File: src/rtl/ram_fifo_if.sv
`default_nettype none
// ============================================================================
//  Module      : ram_fifo_if
//  Description : Write/read handshake and status bundle for ram_fifo.
//  Revision    : 1.0 - initial release
// ============================================================================
interface ram_fifo_if #(
  parameter int DATA_WIDTH = 4,
  parameter int ADDR_WIDTH = 5
);
  logic                  wr_en;
  logic [DATA_WIDTH-1:0] wr_data;
  logic                  rd_en;
  logic [DATA_WIDTH-1:0] rd_data;
  logic                  rd_valid;
  logic                  empty;
  logic                  full;
  logic [ADDR_WIDTH:0]   count;
  logic                  overflow;
  logic                  underflow;

  modport master (
    output wr_en, wr_data, rd_en,
    input  rd_data, rd_valid, empty, full, count, overflow, underflow
  );

  modport slave (
    input  wr_en, wr_data, rd_en,
    output rd_data, rd_valid, empty, full, count, overflow, underflow
  );
endinterface
`default_nettype wire

File: src/rtl/ram_fifo.sv
`default_nettype none
// ============================================================================
//  Module      : ram_fifo
//  Description : Synchronous RAM-backed FIFO with registered read port,
//                occupancy count and sticky overflow/underflow flags.
//  Revision    : 1.0 - initial release
// ============================================================================
module ram_fifo #(
  parameter int DATA_WIDTH = 4,
  parameter int ADDR_WIDTH = 5
) (
  input  wire logic     clk,
  input  wire logic     reset,
  ram_fifo_if.slave     bus
);

  localparam int                  c_DEPTH_INT = 2 ** ADDR_WIDTH;
  localparam logic [ADDR_WIDTH:0] c_DEPTH     = c_DEPTH_INT[ADDR_WIDTH:0];

  logic [DATA_WIDTH-1:0] r_mem [0:c_DEPTH_INT-1];
  logic [ADDR_WIDTH-1:0] r_wr_ptr;
  logic [ADDR_WIDTH-1:0] r_rd_ptr;
  logic [ADDR_WIDTH:0]   r_count;
  logic [DATA_WIDTH-1:0] r_rd_data;
  logic                  r_rd_valid;
  logic                  r_overflow;
  logic                  r_underflow;

  logic w_empty;
  logic w_full;
  logic w_rd_acc;
  logic w_wr_acc;

  assign w_empty  = (r_count == '0);
  assign w_full   = (r_count == c_DEPTH);
  assign w_rd_acc = bus.rd_en & ~w_empty;
  // A simultaneous read frees a slot, so a write is still taken when full.
  assign w_wr_acc = bus.wr_en & (~w_full | w_rd_acc);

  always_ff @(posedge clk) begin
    if (!reset && w_wr_acc) begin
      r_mem[r_wr_ptr] <= bus.wr_data;
    end
  end

  always_ff @(posedge clk) begin
    if (reset) begin
      r_wr_ptr    <= '0;
      r_rd_ptr    <= '0;
      r_count     <= '0;
      r_rd_data   <= '0;
      r_rd_valid  <= 1'b0;
      r_overflow  <= 1'b0;
      r_underflow <= 1'b0;
    end else begin
      r_rd_valid <= w_rd_acc;
      if (w_wr_acc) begin
        r_wr_ptr <= r_wr_ptr + ADDR_WIDTH'(1);
      end
      if (w_rd_acc) begin
        r_rd_data <= r_mem[r_rd_ptr];
        r_rd_ptr  <= r_rd_ptr + ADDR_WIDTH'(1);
      end
      case ({w_wr_acc, w_rd_acc})
        2'b10:   r_count <= r_count + (ADDR_WIDTH+1)'(1);
        2'b01:   r_count <= r_count - (ADDR_WIDTH+1)'(1);
        default: r_count <= r_count;
      endcase
      if (bus.wr_en && !w_wr_acc) begin
        r_overflow <= 1'b1;
      end
      if (bus.rd_en && !w_rd_acc) begin
        r_underflow <= 1'b1;
      end
    end
  end

  assign bus.rd_data   = r_rd_data;
  assign bus.rd_valid  = r_rd_valid;
  assign bus.empty     = w_empty;
  assign bus.full      = w_full;
  assign bus.count     = r_count;
  assign bus.overflow  = r_overflow;
  assign bus.underflow = r_underflow;

endmodule
`default_nettype wire
File: src/flat_wrapper.sv
// flat-port wrapper written by rule: the top's interface ports become plain ports
module ram_fifo_flat 
#(
  parameter int DATA_WIDTH = 4,
  parameter int ADDR_WIDTH = 5
)
  (clk, reset, bus_wr_en, bus_wr_data, bus_rd_en, bus_rd_data, bus_rd_valid, bus_empty, bus_full, bus_count, bus_overflow, bus_underflow);
  ram_fifo_if #(.DATA_WIDTH(DATA_WIDTH), .ADDR_WIDTH(ADDR_WIDTH)) bus_i ();
  input  wire logic clk;
  input  wire logic reset;
  input wire logic [$bits(bus_i.wr_en)-1:0] bus_wr_en;
  input wire logic [$bits(bus_i.wr_data)-1:0] bus_wr_data;
  input wire logic [$bits(bus_i.rd_en)-1:0] bus_rd_en;
  output wire logic [$bits(bus_i.rd_data)-1:0] bus_rd_data;
  output wire logic [$bits(bus_i.rd_valid)-1:0] bus_rd_valid;
  output wire logic [$bits(bus_i.empty)-1:0] bus_empty;
  output wire logic [$bits(bus_i.full)-1:0] bus_full;
  output wire logic [$bits(bus_i.count)-1:0] bus_count;
  output wire logic [$bits(bus_i.overflow)-1:0] bus_overflow;
  output wire logic [$bits(bus_i.underflow)-1:0] bus_underflow;
  assign bus_i.wr_en = bus_wr_en;
  assign bus_i.wr_data = bus_wr_data;
  assign bus_i.rd_en = bus_rd_en;
  assign bus_rd_data = bus_i.rd_data;
  assign bus_rd_valid = bus_i.rd_valid;
  assign bus_empty = bus_i.empty;
  assign bus_full = bus_i.full;
  assign bus_count = bus_i.count;
  assign bus_overflow = bus_i.overflow;
  assign bus_underflow = bus_i.underflow;
  ram_fifo #(.DATA_WIDTH(DATA_WIDTH), .ADDR_WIDTH(ADDR_WIDTH)) u_core (.clk(clk), .reset(reset), .bus(bus_i));
endmodule
File: config.mk
export PLATFORM = sky130hd
export DESIGN_NAME = ram_fifo_flat
export DESIGN_NICKNAME = d
export VERILOG_FILES = /design/src/rtl/ram_fifo_if.sv /design/src/rtl/ram_fifo.sv /design/src/flat_wrapper.sv
export SDC_FILE = /design/constraint.sdc
export NUM_CORES = 1
export LEC_CHECK = 0
export BUFFER_PORTS_ARGS = -buffer_cell sky130_fd_sc_hd__buf_2
export CORE_ASPECT_RATIO = 0.8
export CORE_UTILIZATION = 49
export DETAILED_ROUTE_END_ITERATION = 16
export GPL_TIMING_DRIVEN = 0
export PLACE_DENSITY_LB_ADDON = 0.2
export SYNTH_ARGS = -nofsm -noshare
export SYNTH_HDL_FRONTEND = slang
export SYNTH_SLANG_ARGS = --single-unit
export TNS_END_PERCENT = 5
File: constraint.sdc
create_clock -name clk -period 2.3 [get_ports clk]
set_input_delay 0.23 -clock clk [delete_from_list [all_inputs] [get_ports clk]]
set_output_delay 0.23 -clock clk [all_outputs]
set_load 0.005 [all_outputs]
Word level (Yosys, flattened, before mapping)
Memory sizes are Yosys's and may differ from the RTL's. A register that Yosys moved wholly into a read port is not among the register bits.
Cells that the tools add are included.
Widths: inputs -> output; s select.
- register bits after elaboration: 19
- bits in writable memories: 128
- input bits: 8
- output and inout port bits: 15
- logic and storage cells: 30
- memories: 1
- add/sub/neg operators: 4
- eq/ne operators: 3
- mux-type cells: 3
- bitwise operators: 5
- reductions and logical operators: 8
- memories (name ; words ; width ; rd ports ; clocked after memory_dff ; wr ports ; line ; source):
    u_core.r_mem ; 32 ; 4 ; 1 ; 1 ; 1 ; ram_fifo.sv:20 ; logic [DATA_WIDTH-1:0] r_mem [0:c_DEPTH_INT-1];
- operator list (kind ; number):
    $pmux 6 s2 ; 1
    $add 5x1->5 const B ; 2
    $add 6x1->6 const B ; 1
    $eq 6x6->1 const B ; 1
    $logic_not 6->1 ; 1
    $sub 6x1->6 const B ; 1
    $logic_and 1x1->1 ; 3
    $logic_not 1->1 ; 3
    $and 1x1->1 ; 2
    $eq 2x1->1 const B ; 1
    $eq 2x2->1 const B ; 1
    $mux 1 ; 2
    $not 1->1 ; 2
    $reduce_bool 2->1 ; 1
    $or 1x1->1 ; 1

Longest topological paths before layout
- depth after elaboration: 8
- mapped depth: 10
- gate-level depth less buffers: 9

Worst setup path before layout
No wires, ideal clock.
- path kind: flip-flop to flip-flop
- from: reg u_core.r_count[0] (netlist: u_core.bus.count[0])
- to: reg u_core.r_count[5] (netlist: u_core.bus.count[5])
- setup time: 0.132 ns
- data arrival time: 2.162 ns
- data required time: 2.168 ns
- path slack: 0.005 ns
- stages on the path, launching flop included: 9
- path buffers: 0
- clock period less this slack: 2.295 ns
- cell sequence: dfxtp_1 -> nor3_4 -> a311oi_4 -> ha_1 -> a211oi_1 -> o21bai_1 -> a2111o_1 -> o211ai_1 -> a31oi_1
- cells in the longest elaborated chain, start to end: 7
- elaborated cells on any way between the ends: 13
- those cells by class: add/sub (2); eq/ne (3); mux (1); bitwise (5); reduce/logical (2)
- RTL lines (what ; line ; source):
    start: declaration ; ram_fifo.sv:23 ; logic [ADDR_WIDTH:0] r_count;
    start signal: assignment ; ram_fifo.sv:65 ; 2'b10: r_count <= r_count + (ADDR_WIDTH+1)'(1);
    start signal: assignment ; ram_fifo.sv:66 ; 2'b01: r_count <= r_count - (ADDR_WIDTH+1)'(1);
    start signal: assignment ; ram_fifo.sv:67 ; default: r_count <= r_count;
    $logic_not 6->1 ; ram_fifo.sv:34 ; assign w_empty = (r_count == '0);
    $not 1->1 ; ram_fifo.sv:36 ; assign w_rd_acc = bus.rd_en & ~w_empty;
    $and 1x1->1 ; ram_fifo.sv:36 ;
    $or 1x1->1 ; ram_fifo.sv:38 ; assign w_wr_acc = bus.wr_en & (~w_full | w_rd_acc);
    $and 1x1->1 ; ram_fifo.sv:38 ;
    $eq 2x1->1 or $eq 2x2->1 (tied branches) ; ram_fifo.sv:64 ; case ({w_wr_acc, w_rd_acc})
    $pmux 6 s2 or $reduce_bool 2->1 (tied branches) ; - ;
Parallel ways exist; a longest one is shown, timed or not.
A chain may end at the register's enable or synchronous reset.

Worst setup path after layout
- from: reg u_core.r_count[5] (netlist: u_core.bus.count[5])
- to: reg u_core.r_count[5] (netlist: u_core.bus.count[5])
The elaborated chain is that of the path after synthesis.

==> key figures <==
Logic synthesis
  • Warnings from Yosys: 0
  • Post-synth ARST share: 0
  • Net Count, Synth: 413
  • Synth top area cells: edfxtp_1, dfxtp_1, mux4_2, mux2i_1, nor2_1
  • Synth unique cells: 49
  • FF+latch count, synth: 151
  • Post-synth top flop: edfxtp_1
  • Biggest area consumer among synthesized cells: edfxtp_1
  • Mapped Cells: 395
  • Syn_area_per_cell: 16.0 µm²
  • Commonest cells post-synth: edfxtp_1, nor2_1, dfxtp_1, nand2_1, mux2i_1
  • Yosys top cell area share: 0.608
  • Sequential share of the synthesized area: 0.681
  • Post-synth EDFFs: 128
  • Count leader, synth: edfxtp_1
  • Post-Syn Area: 6320 µm²

Clock tree
  • H-tree levels: 4
  • CTS sink cnt: 151
  • Clk_lat worst skew: 430 ps
  • Clock root cell: clkbuf_16
  • Hold_buf cts: 0
  • CTS clk-pin slew, worst paths: 60 ps
  • Maximum clock path buffer count: 2
  • CTS tree: done
  • Clock buffer count from CTS: 17

Power
  • Peak supply drop: 0.599 mV
  • Leakage: 2.47 nW
  • PD cells: 1060 nW/µm²

STA
  • Endpoints failing hold: 0
  • Endpoints failing setup: 0
  • Clock skew: 9.21 ps
  • Tcrit/Tclk final: 0.977
  • Worst-margin pin slew: 625 ps
  • TNS Setup: 0 ps
  • Minimum clock period: 2250 ps
  • RSZ-0062 raised after global routing: true
  • Final Max Slew Viols: 0
  • Fmax: 445 MHz
  • Worst Hold Slack: 54.8 ps
  • Slew margin rel.: 0.583

Routing
  • Vias/cell: 5.72
  • DR vias: 3,584
  • Routed WL: 13,500 µm
  • Routed len/inst: 21.5 µm
  • Drt pass-1 iters: 5
  • Drt drc: 0
  • ANT nets after route: 0
  • DRT iter0 DRCs: 333

Cells and area
  • Layout cell share with drive strength beyond 1: 0.307
  • Final net count: 461
  • Finished Cell Area: 7510 µm²
  • Ant. Diodes: 0
  • FILL cells: 934
  • Area delta synth->final: 18.7%
  • Final core occ: 0.606

Die
  • Die width: 129 µm
  • FP Rows: 36
  • Top-Level Pins: 23
  • Core ar.: 12,400 µm²
  • Initial Util: 0.511
  • Die H: 104 µm
  • Full die area: 13,400 µm²

Global route
  • Total gr overflow: 0
  • Largest net degree at the start of global routing: 33
  • Initial antenna violation count: 0
  • Number of global-route vias before repair: 3,601
  • GRT Total Usage: 0.220
  • First-pass GRT wire length: 20,700 µm

Placement
  • Post-place instance area: 6640 µm²
  • RePlAce Congestion: 0.768
  • Count of input and output buffers: 21
  • Final HPWL DP: 8730 µm

Worst hold path
  • Min-Delay Path Class: in -> reg
  • Hold_sp: bus_rd_en

Setup path
  • Critical Path Source: u_core.bus.count[5]
  • Reg-to-reg startpoint: u_core.bus.count[5]
  • R2r setup slk: 50 ps
  • Setup CP Type: reg -> reg
  • CP startpoint kind: flip-flop
  • CP Max Fanout: 8
  • Crit path arrival time: 2530 ps
  • Req. time, crit path: 2590 ps
  • CP Capture Type: flip-flop

Outcome
  • Status: finished clean

Run
  • Max_cap viols: 0
==> state kept, by name, indices dropped and copies added, names as in the netlist <==
| register | flops |
|---|---|
| u_core.bus.rd_valid | 1 |
| u_core.bus.count | 6 |
| u_core.bus.rd_data | 4 |
| u_core.bus.overflow | 1 |
| u_core.bus.underflow | 1 |
| u_core.r_rd_ptr | 5 |
| u_core.r_wr_ptr | 5 |
| u_core.r_mem | 128 |
==> through the flow <==
stage                     power (mW)  worst slack, ps  cells
after global routing            8.25            -61.1    627
after CTS                       7.79            -69.8    622
final                           7.93             53.6    627
after global placement          4.75             -220    587
after floorplan                 4.34             5.13    395
after detailed placement        4.79             -266    587
==> routing by layer <==
| layer | global-route usage | vias to the layer above | wire [µm] |
|---|---|---|---|
| met5 | 0 | - | 0 |
| met4 | 0.0832 | 0 | 199 |
| met3 | 0.0594 | 16 | 778 |
| met2 | 0.319 | 95 | 6230 |
| met1 | 0.319 | 1836 | 6270 |
| li1 | - | 1637 | - |
==> critical path, cell delays in order, from the launching register on <==
cell,delay [ps]
dfxtp_2,330
buf_6,120
inv_2,50
a311oi_4,280
buf_6,170
ha_4,200
a211oi_2,170
o21bai_1,140
a21oi_2,210
buf_4,140
mux2i_1,190
a31oi_1,100
==> logic make-up after synthesis <==
logic type / Yosys count / synth area share
flops: 151 / 0.681
buf+inv: 30 / 0.0261
fa+ha+maj: 10 / 0.0210
xor+xnor: 10 / 0.0138
mux: 45 / 0.125
compound gates: 49 / 0.0625
simple gates: 100 / 0.0712
==> placed cells by master (no fill, tap or decap), types with 3 or more instances in the layout <==
cell type	synthesis	final
dfxtp_1	23	17
nand4_1	4	4
nor3_1	3	3
nand3b_1	4	4
buf_2	4	24
nor2_1	53	20
o21ai_0	4	3
o22ai_1	3	3
clkinv_1	1	4
nand3_1	3	3
mux4_2	18	18
ha_4	0	3
nor2_4	0	3
a211oi_1	6	5
dfxtp_2	0	4
nor2b_1	5	4
a22oi_1	6	6
xor2_1	6	6
edfxtp_1	128	128
nand2_1	22	18
nand2_2	0	4
a21oi_1	9	8
a32o_1	3	3
nor2_2	1	31
buf_6	1	3
inv_1	9	8
o221ai_1	4	4
buf_4	2	9
clkbuf_16	0	17
clkbuf_1	9	12
ha_1	9	6
mux2i_1	20	20
bufinv_16	0	5
mux4_1	7	7
xnor2_1	4	4
==> where the power goes <==
| group | switching [mW] | internal (mW) | total, mW |
|---|---|---|---|
| combinational | 0.897 | 0.862 | 1.76 |
| sequential | 0.119 | 3.10 | 3.22 |
| clock | 1.04 | 1.91 | 2.95 |
==> final timing paths <==
path,to,cells past startpoint
max,u_core.bus.count[5],11
min,u_core.bus.underflow,3
max reg2reg,u_core.bus.count[5],11
min reg2reg,u_core.bus.overflow,2
==> repair_timing <==
action                                  in CTS  in global routing
setup buffers                                3                  6
endpoints found under the setup margin       4                130
pin swaps                                    6                  7
resized for setup                            9                 52
==> final cells by class <==
cell class | instances | area [µm²] | share of cell area
Clock buffer | 21 | 440 | 0.0587
Clock inverter | 11 | 179 | 0.0238
Tap cell | 171 | 214 | 0.0285
Sequential cell | 151 | 4320 | 0.575
Inverter | 10 | 37.5 | 0.00500
Timing Repair Buffer | 29 | 169 | 0.0225
Multi-Input combinational cell | 214 | 2010 | 0.268
Buffer | 20 | 135 | 0.0180
Power figures use the tool's default switching activity.
